### src/rtl/gray_fifo_pkg.sv
// Shared definitions for the Gray-pointer FIFO: FSM encoding, pointer width
// and Gray/binary conversion helpers used by both FIFO sides.
`timescale 1ns/1ps
package gray_fifo_pkg;

    localparam int   PTR_BITS = 3;
    localparam logic ST_INIT  = 1'b0;
    localparam logic ST_RUN   = 1'b1;

    typedef logic [PTR_BITS-1:0] ptr_t;

    function automatic ptr_t bin2gray(input ptr_t b);
        return b ^ {1'b0, b[PTR_BITS-1:1]};
    endfunction

    function automatic ptr_t gray2bin(input ptr_t g);
        ptr_t b;
        b[PTR_BITS-1] = g[PTR_BITS-1];
        for (int i = PTR_BITS - 2; i >= 0; i--) begin
            b[i] = b[i+1] ^ g[i];
        end
        return b;
    endfunction

    // Successor in the Gray sequence; always differs from g in exactly one bit.
    function automatic ptr_t gray_next(input ptr_t g);
        return bin2gray(gray2bin(g) + 3'd1);
    endfunction

endpackage

### src/rtl/gray_fifo_wr_ctrl_if.sv
// Write-side bundle of the Gray FIFO. With GRAY_FIFO_OVERFLOW_FLAG_EN defined
// the bundle also carries the sticky overflow flag.
`timescale 1ns/1ps
interface gray_fifo_wr_ctrl_if
    import gray_fifo_pkg::*;
#(
    parameter int D_BITS = 32
);
    logic              put;
    logic [D_BITS-1:0] din;
    logic              full;
    logic              almost_full;
    logic              wr_en;
    ptr_t              wr_addr;
    logic [D_BITS-1:0] wr_data;
    ptr_t              cnt_wr;
    ptr_t              rd_ptr_async;
    ptr_t              cnt_rd;
    logic              cmp_full;
    logic              cmp_high;
`ifdef GRAY_FIFO_OVERFLOW_FLAG_EN
    logic              overflow;
`endif

    // Environment side: user, RAM, comparator and read-domain pointer.
    modport master (
        output put, din, rd_ptr_async, cmp_full, cmp_high,
        input  full, almost_full, wr_en, wr_addr, wr_data, cnt_wr, cnt_rd
`ifdef GRAY_FIFO_OVERFLOW_FLAG_EN
        , input overflow
`endif
    );

    // Write controller side.
    modport slave (
        input  put, din, rd_ptr_async, cmp_full, cmp_high,
        output full, almost_full, wr_en, wr_addr, wr_data, cnt_wr, cnt_rd
`ifdef GRAY_FIFO_OVERFLOW_FLAG_EN
        , output overflow
`endif
    );

endinterface

### src/rtl/gray_ptr_sync.sv
// Multi-stage flop synchroniser for a Gray pointer crossing clock domains.
// Shared by the write and read controllers.
`timescale 1ns/1ps
module gray_ptr_sync
    import gray_fifo_pkg::*;
#(
    parameter int SYNC_STAGES = 2
) (
    input  logic clk,
    input  logic rst,
    input  ptr_t ptr_async,
    output ptr_t ptr_sync
);

    ptr_t chain_r [SYNC_STAGES];

    // Shift the foreign pointer through the synchroniser stages.
    always_ff @(posedge clk) begin
        if (rst) begin
            for (int i = 0; i < SYNC_STAGES; i++) begin
                chain_r[i] <= '0;
            end
        end else begin
            chain_r[0] <= ptr_async;
            for (int i = 1; i < SYNC_STAGES; i++) begin
                chain_r[i] <= chain_r[i-1];
            end
        end
    end

    assign ptr_sync = chain_r[SYNC_STAGES-1];

endmodule

### src/rtl/gray_fifo_wr_ctrl.sv
// Write-side controller of the 8-slot Gray-pointer FIFO. Optional sticky
// overflow flag is enabled by defining GRAY_FIFO_OVERFLOW_FLAG_EN.
`timescale 1ns/1ps
module gray_fifo_wr_ctrl
    import gray_fifo_pkg::*;
#(
    parameter int D_BITS      = 32,
    parameter int SYNC_STAGES = 2
) (
    input  logic                Clock,
    input  logic                Reset,
    gray_fifo_wr_ctrl_if.slave  bus
);

    // Counter is wide enough for the deepest synchroniser (4 stages).
    localparam logic [2:0] INIT_LAST = 3'(SYNC_STAGES);

    logic              state_r;
    logic              state_nxt_s;
    logic [2:0]        init_cnt_r;
    ptr_t              cnt_wr_r;
    ptr_t              cnt_rd_s;
    logic              full_s;
    logic              almost_full_s;
    logic              accept_s;
    logic [D_BITS-1:0] din_s;

    gray_ptr_sync #(
        .SYNC_STAGES (SYNC_STAGES)
    ) u_rd_sync (
        .clk       (Clock),
        .rst       (Reset),
        .ptr_async (bus.rd_ptr_async),
        .ptr_sync  (cnt_rd_s)
    );

    // State register plus the INIT flush counter.
    always_ff @(posedge Clock) begin
        if (Reset) begin
            state_r    <= ST_INIT;
            init_cnt_r <= 3'd0;
        end else begin
            state_r <= state_nxt_s;
            if (state_r == ST_INIT) begin
                init_cnt_r <= init_cnt_r + 3'd1;
            end else begin
                init_cnt_r <= init_cnt_r;
            end
        end
    end

    // Leave INIT only once the synchroniser holds a trustworthy read pointer.
    always_comb begin
        state_nxt_s = state_r;
        case (state_r)
            ST_INIT: begin
                if (init_cnt_r == INIT_LAST) begin
                    state_nxt_s = ST_RUN;
                end else begin
                    state_nxt_s = ST_INIT;
                end
            end
            ST_RUN:  state_nxt_s = ST_RUN;
            default: state_nxt_s = ST_INIT;
        endcase
    end

    // Status outputs: pessimistic (full) while INIT, comparator flags in RUN.
    always_comb begin
        full_s        = 1'b1;
        almost_full_s = 1'b1;
        case (state_r)
            ST_RUN: begin
                full_s        = bus.cmp_full;
                almost_full_s = bus.cmp_high;
            end
            ST_INIT: begin
                full_s        = 1'b1;
                almost_full_s = 1'b1;
            end
            default: begin
                full_s        = 1'b1;
                almost_full_s = 1'b1;
            end
        endcase
    end

    assign accept_s = bus.put & ~full_s;

    // Pointer advances on the same edge the RAM captures the word.
    always_ff @(posedge Clock) begin
        if (Reset) begin
            cnt_wr_r <= '0;
        end else if (accept_s) begin
            cnt_wr_r <= gray_next(cnt_wr_r);
        end else begin
            cnt_wr_r <= cnt_wr_r;
        end
    end

`ifdef GRAY_FIFO_OVERFLOW_FLAG_EN
    logic overflow_r;

    // Sticky record of a put rejected while running.
    always_ff @(posedge Clock) begin
        if (Reset) begin
            overflow_r <= 1'b0;
        end else if ((state_r == ST_RUN) && bus.put && full_s) begin
            overflow_r <= 1'b1;
        end else begin
            overflow_r <= overflow_r;
        end
    end

    assign bus.overflow = overflow_r;
`endif

    assign din_s           = bus.din;
    assign bus.full        = full_s;
    assign bus.almost_full = almost_full_s;
    assign bus.wr_en       = accept_s;
    assign bus.wr_addr     = gray2bin(cnt_wr_r);
    assign bus.wr_data     = din_s;
    assign bus.cnt_wr      = cnt_wr_r;
    assign bus.cnt_rd      = cnt_rd_s;

endmodule

### src/flat_wrapper.sv
// flat-port wrapper written by rule: the top's interface ports become plain ports
module gray_fifo_wr_ctrl_flat import gray_fifo_pkg::*;
#(
    parameter int D_BITS      = 32,
    parameter int SYNC_STAGES = 2
)
  (Clock, Reset, bus_put, bus_din, bus_rd_ptr_async, bus_cmp_full, bus_cmp_high, bus_full, bus_almost_full, bus_wr_en, bus_wr_addr, bus_wr_data, bus_cnt_wr, bus_cnt_rd);
  gray_fifo_wr_ctrl_if #(.D_BITS(D_BITS)) bus_i ();
  input  logic Clock;
  input  logic Reset;
  input wire logic [$bits(bus_i.put)-1:0] bus_put;
  input wire logic [$bits(bus_i.din)-1:0] bus_din;
  input wire logic [$bits(bus_i.rd_ptr_async)-1:0] bus_rd_ptr_async;
  input wire logic [$bits(bus_i.cmp_full)-1:0] bus_cmp_full;
  input wire logic [$bits(bus_i.cmp_high)-1:0] bus_cmp_high;
  output wire logic [$bits(bus_i.full)-1:0] bus_full;
  output wire logic [$bits(bus_i.almost_full)-1:0] bus_almost_full;
  output wire logic [$bits(bus_i.wr_en)-1:0] bus_wr_en;
  output wire logic [$bits(bus_i.wr_addr)-1:0] bus_wr_addr;
  output wire logic [$bits(bus_i.wr_data)-1:0] bus_wr_data;
  output wire logic [$bits(bus_i.cnt_wr)-1:0] bus_cnt_wr;
  output wire logic [$bits(bus_i.cnt_rd)-1:0] bus_cnt_rd;
  assign bus_i.put = bus_put;
  assign bus_i.din = bus_din;
  assign bus_i.rd_ptr_async = bus_rd_ptr_async;
  assign bus_i.cmp_full = bus_cmp_full;
  assign bus_i.cmp_high = bus_cmp_high;
  assign bus_full = bus_i.full;
  assign bus_almost_full = bus_i.almost_full;
  assign bus_wr_en = bus_i.wr_en;
  assign bus_wr_addr = bus_i.wr_addr;
  assign bus_wr_data = bus_i.wr_data;
  assign bus_cnt_wr = bus_i.cnt_wr;
  assign bus_cnt_rd = bus_i.cnt_rd;
  gray_fifo_wr_ctrl #(.D_BITS(D_BITS), .SYNC_STAGES(SYNC_STAGES)) u_core (.Clock(Clock), .Reset(Reset), .bus(bus_i));
endmodule
### config.mk
export PLATFORM = sky130hd
export DESIGN_NAME = gray_fifo_wr_ctrl_flat
export DESIGN_NICKNAME = d
export VERILOG_FILES = /design/src/rtl/gray_fifo_pkg.sv /design/src/rtl/gray_fifo_wr_ctrl_if.sv /design/src/rtl/gray_ptr_sync.sv /design/src/rtl/gray_fifo_wr_ctrl.sv /design/src/flat_wrapper.sv
export SDC_FILE = /design/constraint.sdc
export NUM_CORES = 1
export LEC_CHECK = 0
export ABC_AREA = 1
export CAP_MARGIN = 20
export CORE_MARGIN = 4
export CORE_UTILIZATION = 30
export DETAILED_ROUTE_END_ITERATION = 12
export PLACE_DENSITY = 0.85
export REMOVE_ABC_BUFFERS = 1
export SKIP_CTS_REPAIR_TIMING = 1
export SLEW_MARGIN = 20
export SYNTH_ARGS = -nofsm -noshare
export SYNTH_HDL_FRONTEND = slang
export SYNTH_SLANG_ARGS = --single-unit
### constraint.sdc
create_clock -name Clock -period 2.2 [get_ports Clock]
set_clock_uncertainty 0.15 [all_clocks]
set_input_delay 0.44 -clock Clock [delete_from_list [all_inputs] [get_ports Clock]]
set_output_delay 0.44 -clock Clock [all_outputs]
set_load 0.005 [all_outputs]
==> results of run 1 <==
cell families (layout without fill, tap and decap cells):
kind of cell | Yosys count | after routing | share of synthesized area (%)
AOI/OAI and AO/OA | 8 | 8 | 5.127
buffers and inverters | 53 | 40 | 42.95
xor gates and xnor gates | 2 | 2 | 3.206
adders and majority gates | 2 | 2 | 3.205
and+or+nand+nor | 23 | 23 | 12.18
DFF | 13 | 13 | 33.33
metal layers:
metal,GRT usage (%),up-vias
li1,-,240
met1,12.97,224
met2,12.30,43
met3,16.56,0
met4,1.942,0
met5,0,-
power by group:
group	internal, uW	total, uW	leakage (uW)	switching [uW]
sequential	269	295	0.000109	25.8
clock	70.0	136	0.0000150	65.7
combinational	74.6	134	0.000264	59.4
total	414	564	0.000388	151
final cells by class:
class / count / area share (%)
clock buffers: 4 / 3.307
inverters: 16 / 7.559
multi-input cells: 35 / 25.35
flip-flops and latches: 13 / 33.54
well taps: 30 / 4.724
repair buffers: 20 / 25.51
final timing paths:
kind                                    end  slack, ns
min          u_core.u_rd_sync.chain_r[0][5]       0.26
max                         bus_almost_full       0.04
min reg2reg  u_core.u_rd_sync.chain_r[0][5]       0.26
max reg2reg                        register       1.14
metrics by stage:
stage / setup slack, ns / cell area [sq um] / cells / util (%)
after global routing: 0.001701 / 794.5 / 118 / 32.07
after global placement: -0.03195 / 733.2 / 113 / 29.60
final: 0.03977 / 794.5 / 118 / 32.07
after CTS: -0.04571 / 759.5 / 117 / 30.66
after floorplan: 0.7846 / 505.5 / 64 / -
after detailed placement: -0.04121 / 733.2 / 113 / 29.60
layout by cell type, fill, tap and decap left out, drive strengths merged:
master         count
nand3              1
nand4              2
nor2              12
nand2              7
xor2               2
buf                1
inv               16
clkdlybuf4s50     17
ha                 2
dlymetal6s2s       2
clkbuf             4
or2                1
dfxtp             13
a21oi              5
o21ai              3
worst max-delay path, stage by stage:
cell and delay, ns:
clkdlybuf4s50_1 0.39, or2_2 0.28, clkdlybuf4s50_1 0.45
==> summary.md, run 1 <==
| Metric | Value |
|---|---|
| Max Fclk | roughly 460 MHz |
| Worst vdd ir | 0.2836 mV |
| Num Clock Sinks | 13 |
| Nets | ~130 |
| Ys flop type | dfxtp_1 |
| Seq. cell area | ~270 sq um |
| Initial antenna violation count | 0 |
| Cell with the most instances after synthesis | buf_4 |
| Maxcap violations | 0 |
| Residual DRC | 0 |
| Pwr/cell area | approximately 700 mW/mm^2 |
| Status | finished, final reports clean |
| Hold/Removal Path Class | register to register |
| Detailed Place HPWL | roughly 1700 microns |
| Worst skew pair latency | around 0.26 ns |
| CP Data Required Time | ~1.6 ns |
| Synth area leader | buf_4 |
| Worst hold start | u_core.u_rd_sync.chain_r[0][2] |
| Pin count of the biggest net entering global routing | 9 |
| RSZ-0062 raised after global routing | no |
| Htree depth | 1 |
| DR top layer | met3 |
| Crit-path max FO | 1 |
| Area contributors post-synth | buf_4, dfxtp_1, inv_1, nor2_1, nand2_1 |
| FP Rows | 18 |
| Vias per cell | around 4.3 |
| CTS tree | yes |
| WL/cell | between 15 and 20 microns |
| #FFs+latches synth | 13 |
| Slew HR | 82.47% |
| Ant diodes | 0 |
| Vias in the first global route | 480 |
| DIE HEIGHT | just under 60 microns |
| R2R depth | 5 |
| Min Tclk post-route | about 2.2 ns |
| Multi-input logic area | 201.4 sq um |
| CTS max path bufs | 2 |
| Metal3 WL | approximately 520 microns |
| Fin. Hold Viols | 0 |
| Clk slew on worst S/H paths | ~0.070 ns |
| Root Buffer | clkbuf_4 |
| ANT nets after route | 0 |
| Leak pwr | 0.0003877 uW |
| Ys async rst share | 0% |
| Fraction of layout cells with a size suffix above 1 | a little under an eighth |
| Number of cells on the worst hold path | 2 |
| Tcrit/Tclk final | a little over nine tenths |
| Layout area overhead | 1.763% |
| GRT Overall Usage | between 10% and 20% |
| Ports | between 80 and 90 |
| Initial DRC count | 12 |
| Core ar. | ~0.0025 sq mm |
| Metal-1 WL | about 720 microns |
| Data arrival, critical path | between 1.5 and 2 ns |
| Final TNS setup | 0 ns |
| Syn. warnings | 0 |
| Syn_area_per_cell | 7.730 sq um |
| Worst setup path startpoint | bus_cmp_high |
| Die width | between 50 and 60 microns |
| Num CTS Buffers | 3 |
| Sequential fraction of the synthesis area | ~33% |
| GPL Wtd Cong | between 0.6 and 0.7 |
| Kind of critical path | primary input to primary output |
| Worst-Margin Slew | ~0.26 ns |
| Port bufs | 19 |
| Routed Wire Length | 1913 microns |
| Post-synth EDFFs | 0 |
| Cells after Synth | around 100 |
| # setup viols final | 0 |
| Via count | 507 |
| Met2 WL post-DR | 667 microns |
| CP startpoint kind | primary input |
| Post-synth top cells | buf_4, inv_1, dfxtp_1 |
| Starting Density | between 30% and 40% |
| Drt pass-1 iters | 2 |
| Pins Over Slew Limit | 0 |
| Die Footprint | 0.003483 sq mm |
| Worst R2R Start | u_core.state_r |
| Fillers | 273 |
| Total Power | roughly 560 uW |
| Synth top area share | between 30% and 40% |
| Grt ovf | 0 |
| Synth Cell Area | 780.7 sq um |
| WHS | 0.2561 ns |
| First-pass GRT wire length | 2697 microns |
| Worst setup EP type | primary output |
| Yosys cell types | 14 |
No activity file was read; power rests on OpenSTA's default activity.
==> run 2: changes to the inputs <==
--- a/config.mk
+++ b/config.mk
@@ -10,7 +10,7 @@
 export CORE_MARGIN = 4
 export CORE_UTILIZATION = 30
 export DETAILED_ROUTE_END_ITERATION = 12
-export PLACE_DENSITY = 0.85
+export PLACE_DENSITY = 0.87
 export REMOVE_ABC_BUFFERS = 1
 export SKIP_CTS_REPAIR_TIMING = 1
 export SLEW_MARGIN = 20
==> run 2 against run 1 <==
Clock power increased by 9.6%. Non-clock buffer count unchanged. Via count increased by 9.1%. Worst setup slack improved by 0.039 ns. Cell count unchanged. Worst hold slack improved by 0.0030 ns. Sequential cell count unchanged. Count of clock-buffer cells in the layout unchanged. Critical path type is now register to primary output. Largest power group unchanged.
==> summary.md, run 2 (same netlist as run 1, synthesis figures left out) <==
| Metric | Value |
|---|---|
| Most common library cell in the layout ignoring fill and taps | clkdlybuf4s50_1 (unchanged) |
| CTS max path bufs | 2 (unchanged) |
| Family with the most delay on the worst path | buffers and inverters (unchanged) |
| Worst setup EP type | primary output (unchanged) |
| Htree depth | 1 (unchanged) |
| CTS tree | yes (unchanged) |
| Die Footprint | 0.003483 sq mm (unchanged) |
| DR top layer | met4 (was met3) |
| Worst hold start | u_core.u_rd_sync.chain_r[0][1] (was u_core.u_rd_sync.chain_r[0][2]) |
| Starting Density | 31.52% (unchanged) |
| Crit path largest cell delay | 0.52 ns (was 0.45 ns) |
| Hold/Removal Path Class | register to register (unchanged) |
| Met2 WL post-DR | 829 microns (was 667 microns) |
| Layout area overhead | 2.083% (was 1.763%) |
| Initial DRC count | 30 (was 12) |
| Root Buffer | clkbuf_4 (unchanged) |
| Kind of critical path | register to primary output (was primary input to primary output) |
| Total Power | 584.8 uW (was 564.4 uW) |
| CP startpoint kind | register (was primary input) |
| WL/cell | 19.69 microns (was 16.21 microns) |
| Drt pass-1 iters | 4 (was 2) |
| Seq. cell area | 266.5 sq um (unchanged) |
| CP bufs+invs | 1 (was 2) |
| Slew HR | 83.63% (was 82.47%) |
| Leading cell types in the layout, fill and taps excluded | clkdlybuf4s50_1, inv_1, nor2_1, dfxtp_1, nand2_1 (unchanged) |
| Residual DRC | 0 (unchanged) |
| Port bufs | 19 (unchanged) |
| Metal-1 WL | 886 microns (was 721 microns) |
| Ports | 84 (unchanged) |
| GPL Wtd Cong | 0.8043 (was 0.6438) |
| GRT Overall Usage | 13.25% (was 11.61%) |
| Die width | 59.02 microns (unchanged) |
| Metal3 WL | 601 microns (was 524 microns) |
| Pins Over Slew Limit | 0 (unchanged) |
| ANT nets after route | 0 (unchanged) |
| Maxcap violations | 0 (unchanged) |
| Multi-input logic area | 201.4 sq um (unchanged) |
| Worst skew pair latency | 0.27 ns (was 0.26 ns) |
| Vias in the first global route | 554 (was 480) |
| Vias per cell | 4.686 (was 4.297) |
| CP Cell Sequence | xor2_4 -> xor2_1 -> clkdlybuf4s50_1 (was clkdlybuf4s50_1 -> or2_2 -> clkdlybuf4s50_1) |
| Via count | 553 (was 507) |
| Core ar. | 0.002477 sq mm (unchanged) |
| Min Tclk post-route | 2.121 ns (was 2.160 ns) |
| Num CTS Buffers | 3 (unchanged) |
| WHS | 0.2591 ns (was 0.2561 ns) |
| Num Clock Sinks | 13 (unchanged) |
| DIE HEIGHT | 59.02 microns (unchanged) |
| Worst vdd ir | 0.3049 mV (was 0.2836 mV) |
| Leak pwr | 0.0003660 uW (was 0.0003877 uW) |
| Final TNS setup | 0 ns (unchanged) |
| Data arrival, critical path | 1.53 ns (was 1.57 ns) |
| FP Rows | 18 (unchanged) |
| Pwr/cell area | 733.7 mW/mm^2 (was 710.4 mW/mm^2) |
| RSZ-0062 raised after global routing | no (unchanged) |
| Status | finished, final reports clean (unchanged) |
| Max Fclk | 471.4 MHz (was 462.9 MHz) |
| Fin. Hold Viols | 0 (unchanged) |
| Ant diodes | 0 (unchanged) |
| Routed Wire Length | 2324 microns (was 1913 microns) |
| Tcrit/Tclk final | 96.43% (was 98.19%) |
| Crit-path max FO | 3 (was 1) |
| Worst R2R Start | u_core.state_r (unchanged) |
| Worst-Margin Slew | 0.2448 ns (was 0.2621 ns) |
| Nets | 131 (unchanged) |
| CP Data Required Time | 1.61 ns (about the same) |
| Initial antenna violation count | 0 (unchanged) |
| Fillers | 268 (was 273) |
| Pin count of the biggest net entering global routing | 9 (unchanged) |
| Detailed Place HPWL | 1792 microns (was 1670 microns) |
| # setup viols final | 0 (unchanged) |
| Clk slew on worst S/H paths | 0.08 ns (was 0.07 ns) |
| Grt ovf | 0 (unchanged) |
| First-pass GRT wire length | 3063 microns (was 2697 microns) |
| Slowest stage cell, crit path | clkdlybuf4s50_1 (unchanged) |
| Fraction of layout cells with a size suffix above 1 | 13.64% (was 11.36%) |
## run 2: worst reg2reg max path, stage by stage, from the launching register on
cell	delay, ns
dfxtp_2	0.35
inv_1	0.16
nand2_1	0.11
o21ai_0	0.21
a21oi_1	0.06
## run 2: path summary, 6_finish.rpt
path	end	slack, ns	cells after the start
min reg2reg	u_core.u_rd_sync.chain_r[0][4]	0.26	2
max reg2reg	u_core.init_cnt_r[2]	1.04	4
max	bus_wr_addr[0]	0.08	3
min	u_core.u_rd_sync.chain_r[0][4]	0.26	2
## run 2: through the flow
step	instance area [sq um]	setup slack (ns)	std cells	util [%]
final	797.0	0.07851	118	32.17
after global placement	740.7	0.005930	114	29.90
after detailed placement	740.7	-0.03569	114	29.90
after global routing	797.0	0.008756	118	32.17
after CTS	767.0	-0.04619	118	30.96
after floorplan	505.5	0.7846	64	-
## run 2: layer usage
metal,global-route usage (%),up-vias
li1,-,239
met1,13.79,254
met2,14.83,58
met3,18.95,2
met4,2.913,0
met5,0,-
## run 2: area by class of cell
cell class	count	area share (%)
inverters	16	7.535
multi-input cells	35	25.27
well taps	30	4.710
flip-flops and latches	13	33.44
clock buffers	4	3.297
repair buffers	20	25.75
## run 2: power breakdown
part	switching [uW]	total (uW)	internal, uW
Combinational	66.3	141	74.6
Sequential	25.6	294	269
Clock	79.2	149	70.3
Total	171	585	414
==> edit (config.mk and constraints of run 1) <==
`D_BITS` is set to 32 in 3 places; all go to 16.
--- a/src/rtl/gray_fifo_wr_ctrl_if.sv
+++ b/src/rtl/gray_fifo_wr_ctrl_if.sv
@@ -6,3 +6,3 @@
 #(
-    parameter int D_BITS = 32
+    parameter int D_BITS = 16
 );
--- a/src/rtl/gray_fifo_wr_ctrl.sv
+++ b/src/rtl/gray_fifo_wr_ctrl.sv
@@ -6,3 +6,3 @@
 #(
-    parameter int D_BITS      = 32,
+    parameter int D_BITS      = 16,
     parameter int SYNC_STAGES = 2
--- a/src/flat_wrapper.sv
+++ b/src/flat_wrapper.sv
@@ -3,3 +3,3 @@
 #(
-    parameter int D_BITS      = 32,
+    parameter int D_BITS      = 16,
     parameter int SYNC_STAGES = 2
Interface: changed (resized bus_din and bus_wr_data); port bits go from 84 to 52. The function was not compared with the original's and may differ.
==> edit against run 1 <==
Synthesized area is 15% lower; core utilization is 6.7 points higher; design area is 1.3% lower; global-route usage is 0.87 points lower; count of clock-buffer cells in the layout stayed put; routed wire length is 29% lower; sequential share of layout area is 0.43 points higher; power is 2.7% higher; worst setup slack better by 0.059 ns; cell count is 1.7% lower; non-clock buffer count is 1 higher; sequential cell count stayed put; critical path type unchanged.
==> edit: results (changes against run 1) <==
| Stage | Quantity | Value | Delta |
|:---|:---|:---|:---|
| run status | Run status | complete, no violations | unchanged |
| routing | DRT iter0 DRCs | 3 | was 12 |
| clocking | Clk slew on worst S/H paths | 0.09 ns | was 0.07 ns |
| synthesis | Synth cell count leaders | 20 x buf_4, 16 x inv_1, 13 x dfxtp_1, 12 x nor2_1, 7 x nand2_1 | was 36 x buf_4, 16 x inv_1, 13 x dfxtp_1, 12 x nor2_1, 7 x nand2_1 |
| finish | Number of inserted diodes | 0 | unchanged |
| synthesis | Synth top area cells | dfxtp_1 39%, buf_4 23%, inv_1 9.1% | was buf_4 35%, dfxtp_1 33%, inv_1 7.7% |
| synthesis | Ys async rst share | 0% | unchanged |
| worst setup path | Cell type of the slowest stage on the worst timing path | clkdlybuf4s50_1 | unchanged |
| finish | Layout cell share with drive strength beyond 1 | 11.2% | was 11.4% |
| power | Internal Pwr Total | 0.000413 W | was 0.000414 W |
| placement | Placement-stage worst setup slack | 0.00341 ns | was -0.0412 ns |
| worst setup path | Worst Path Arrival | 1.51 ns | was 1.57 ns |
| routing | Routed len/inst | 11.6 µm | was 16.2 µm |
| placement | Count of input and output buffers | 19 | unchanged |
| global route | Wire length of the first global-routing pass | 2130 µm | was 2700 µm |
| power | Max VDD drop | 0.242 mV | was 0.284 mV |
| global route | Maximum number of pins on one net before global-route repair | 9 | unchanged |
| worst setup path | Delay of the slowest critical-path stage | 0.49 ns | was 0.45 ns |
| global route | GR Util All Layers | 10.7% | was 11.6% |
| synthesis | Count of synthesis-stage warnings from yosys | 0 | unchanged |
| synthesis | Sequential element share of the synthesized area | 39.4% | was 33.3% |
| finish | Filler cell count | 204 | was 273 |
| placement | Routability Congestion | 0.643 | was 0.644 |
| synthesis | Post-synth cell types | 14 | unchanged |
| placement | Dpl cells | 112 | was 113 |
| power | Static leakage | 0.390 nW | was 0.388 nW |
| clocking | Buffer depth of the longest clock path | 2 | unchanged |
| routing | Length of the first detailed-routing pass in iterations | 2 | unchanged |
| clocking | Clock latency reported for the late side of the worst-skew pair | 0.29 ns | was 0.26 ns |
| clocking | Root buf cell | clkbuf_4 | unchanged |
| min path | Worst hold-check path type | flip-flop to flip-flop | unchanged |
| clocking | TritonCTS buffer count | 3 | unchanged |
| placement | Post-placement cell area | 744 µm² | was 733 µm² |
| finish | Count of nets after finishing | 116 | was 131 |
| global route | Vias in the first global route | 501 | was 480 |
| clocking | H-tree depth | 1 | unchanged |
| routing | Routed via count divided by cell count | 4.34 | was 4.30 |
| synthesis | Average cell area after synthesis | 7.77 µm² | was 7.73 µm² |
| sta | Setup Total Neg Slack | 0 ns | unchanged |
| synthesis | Biggest area consumer among synthesized cells | dfxtp_1 | was buf_4 |
| routing | Total wirelength of the detailed-routed design | 1350 µm | was 1910 µm |
| synthesis | Cell with the most instances after synthesis | buf_4 | unchanged |
| global route | Initial antenna violation count | 0 | unchanged |
| worst setup path | Maximum fanout along the worst path | 2 | was 1 |
| sta | Worst slew margin relative to its limit | 82.3% | was 82.5% |
| placement | Sum of net half-perimeters after detailed placement | 1050 µm | was 1670 µm |
## edit: final cells by class
type / instances / area share, %
Tap cell: 27 / 4.31
Clock buffer: 4 / 3.35
Sequential cell: 13 / 34.0
Multi-Input combinational cell: 35 / 23.6
Inverter: 16 / 7.66
Timing Repair Buffer: 21 / 27.1
## edit: worst paths after layout
path | start | slack, ns | cells past startpoint | end
hold / removal | u_core.u_rd_sync.chain_r[0][1]$_SDFF_PP0_ | 0.25 | 2 | u_core.u_rd_sync.chain_r[0][4]$_SDFF_PP0_
setup reg to reg | u_core.init_cnt_r[1]$_SDFFE_PP0N_ | 1.10 | 4 | u_core.init_cnt_r[2]$_SDFFE_PP0N_
setup / recovery | bus_cmp_full | 0.1 | 4 | bus_full
hold reg to reg | u_core.u_rd_sync.chain_r[0][1]$_SDFF_PP0_ | 0.25 | 2 | u_core.u_rd_sync.chain_r[0][4]$_SDFF_PP0_
## edit: per-layer routing
metal,GRT usage [%],up-vias,part of all wire (%)
li1,-,241,-
met3,11.0,3,21
met4,6.07,0,1.9
met2,15.7,42,44
met5,0,-,0
met1,9.17,217,33
## edit: critical path, delay by kind of cell
family	cells	cell delay, ns
buf+inv	3	1.01
simple gates	1	0.06
## edit: logic make-up (layout without fill, tap and decap cells)
kind of cell,Yosys count,count (layout),share of synthesized area [%]
flip-flops,13,13,39.4
AO/OA/AOI/OAI,8,8,6.06
AND/OR/NAND/NOR,23,23,14.4
XOR/XNOR,2,2,3.79
adder cells (fa/ha/maj),2,2,3.79
buffers and inverters,37,41,32.6
## edit: power groups by stage
| stage | combinational, W | sequential (W) | clock (W) |
|---|---|---|---|
| after global placement | 0.000129 | 0.000294 | 0 |
| after detailed placement | 0.000136 | 0.000297 | 0 |
| final | 0.000137 | 0.000292 | 0.000151 |
| after CTS | 0.000142 | 0.000292 | 0.000151 |
| after floorplan | 0.0000668 | 0.000292 | 0 |
| after global routing | 0.000157 | 0.000296 | 0.000165 |
## edit: through the flow
step	utilization, %	hold WS [ns]
after floorplan	-	0.238
final	38.8	0.248
after global placement	36.8	0.250
after global routing	38.8	0.280
after detailed placement	36.8	0.249
after CTS	38.1	0.259
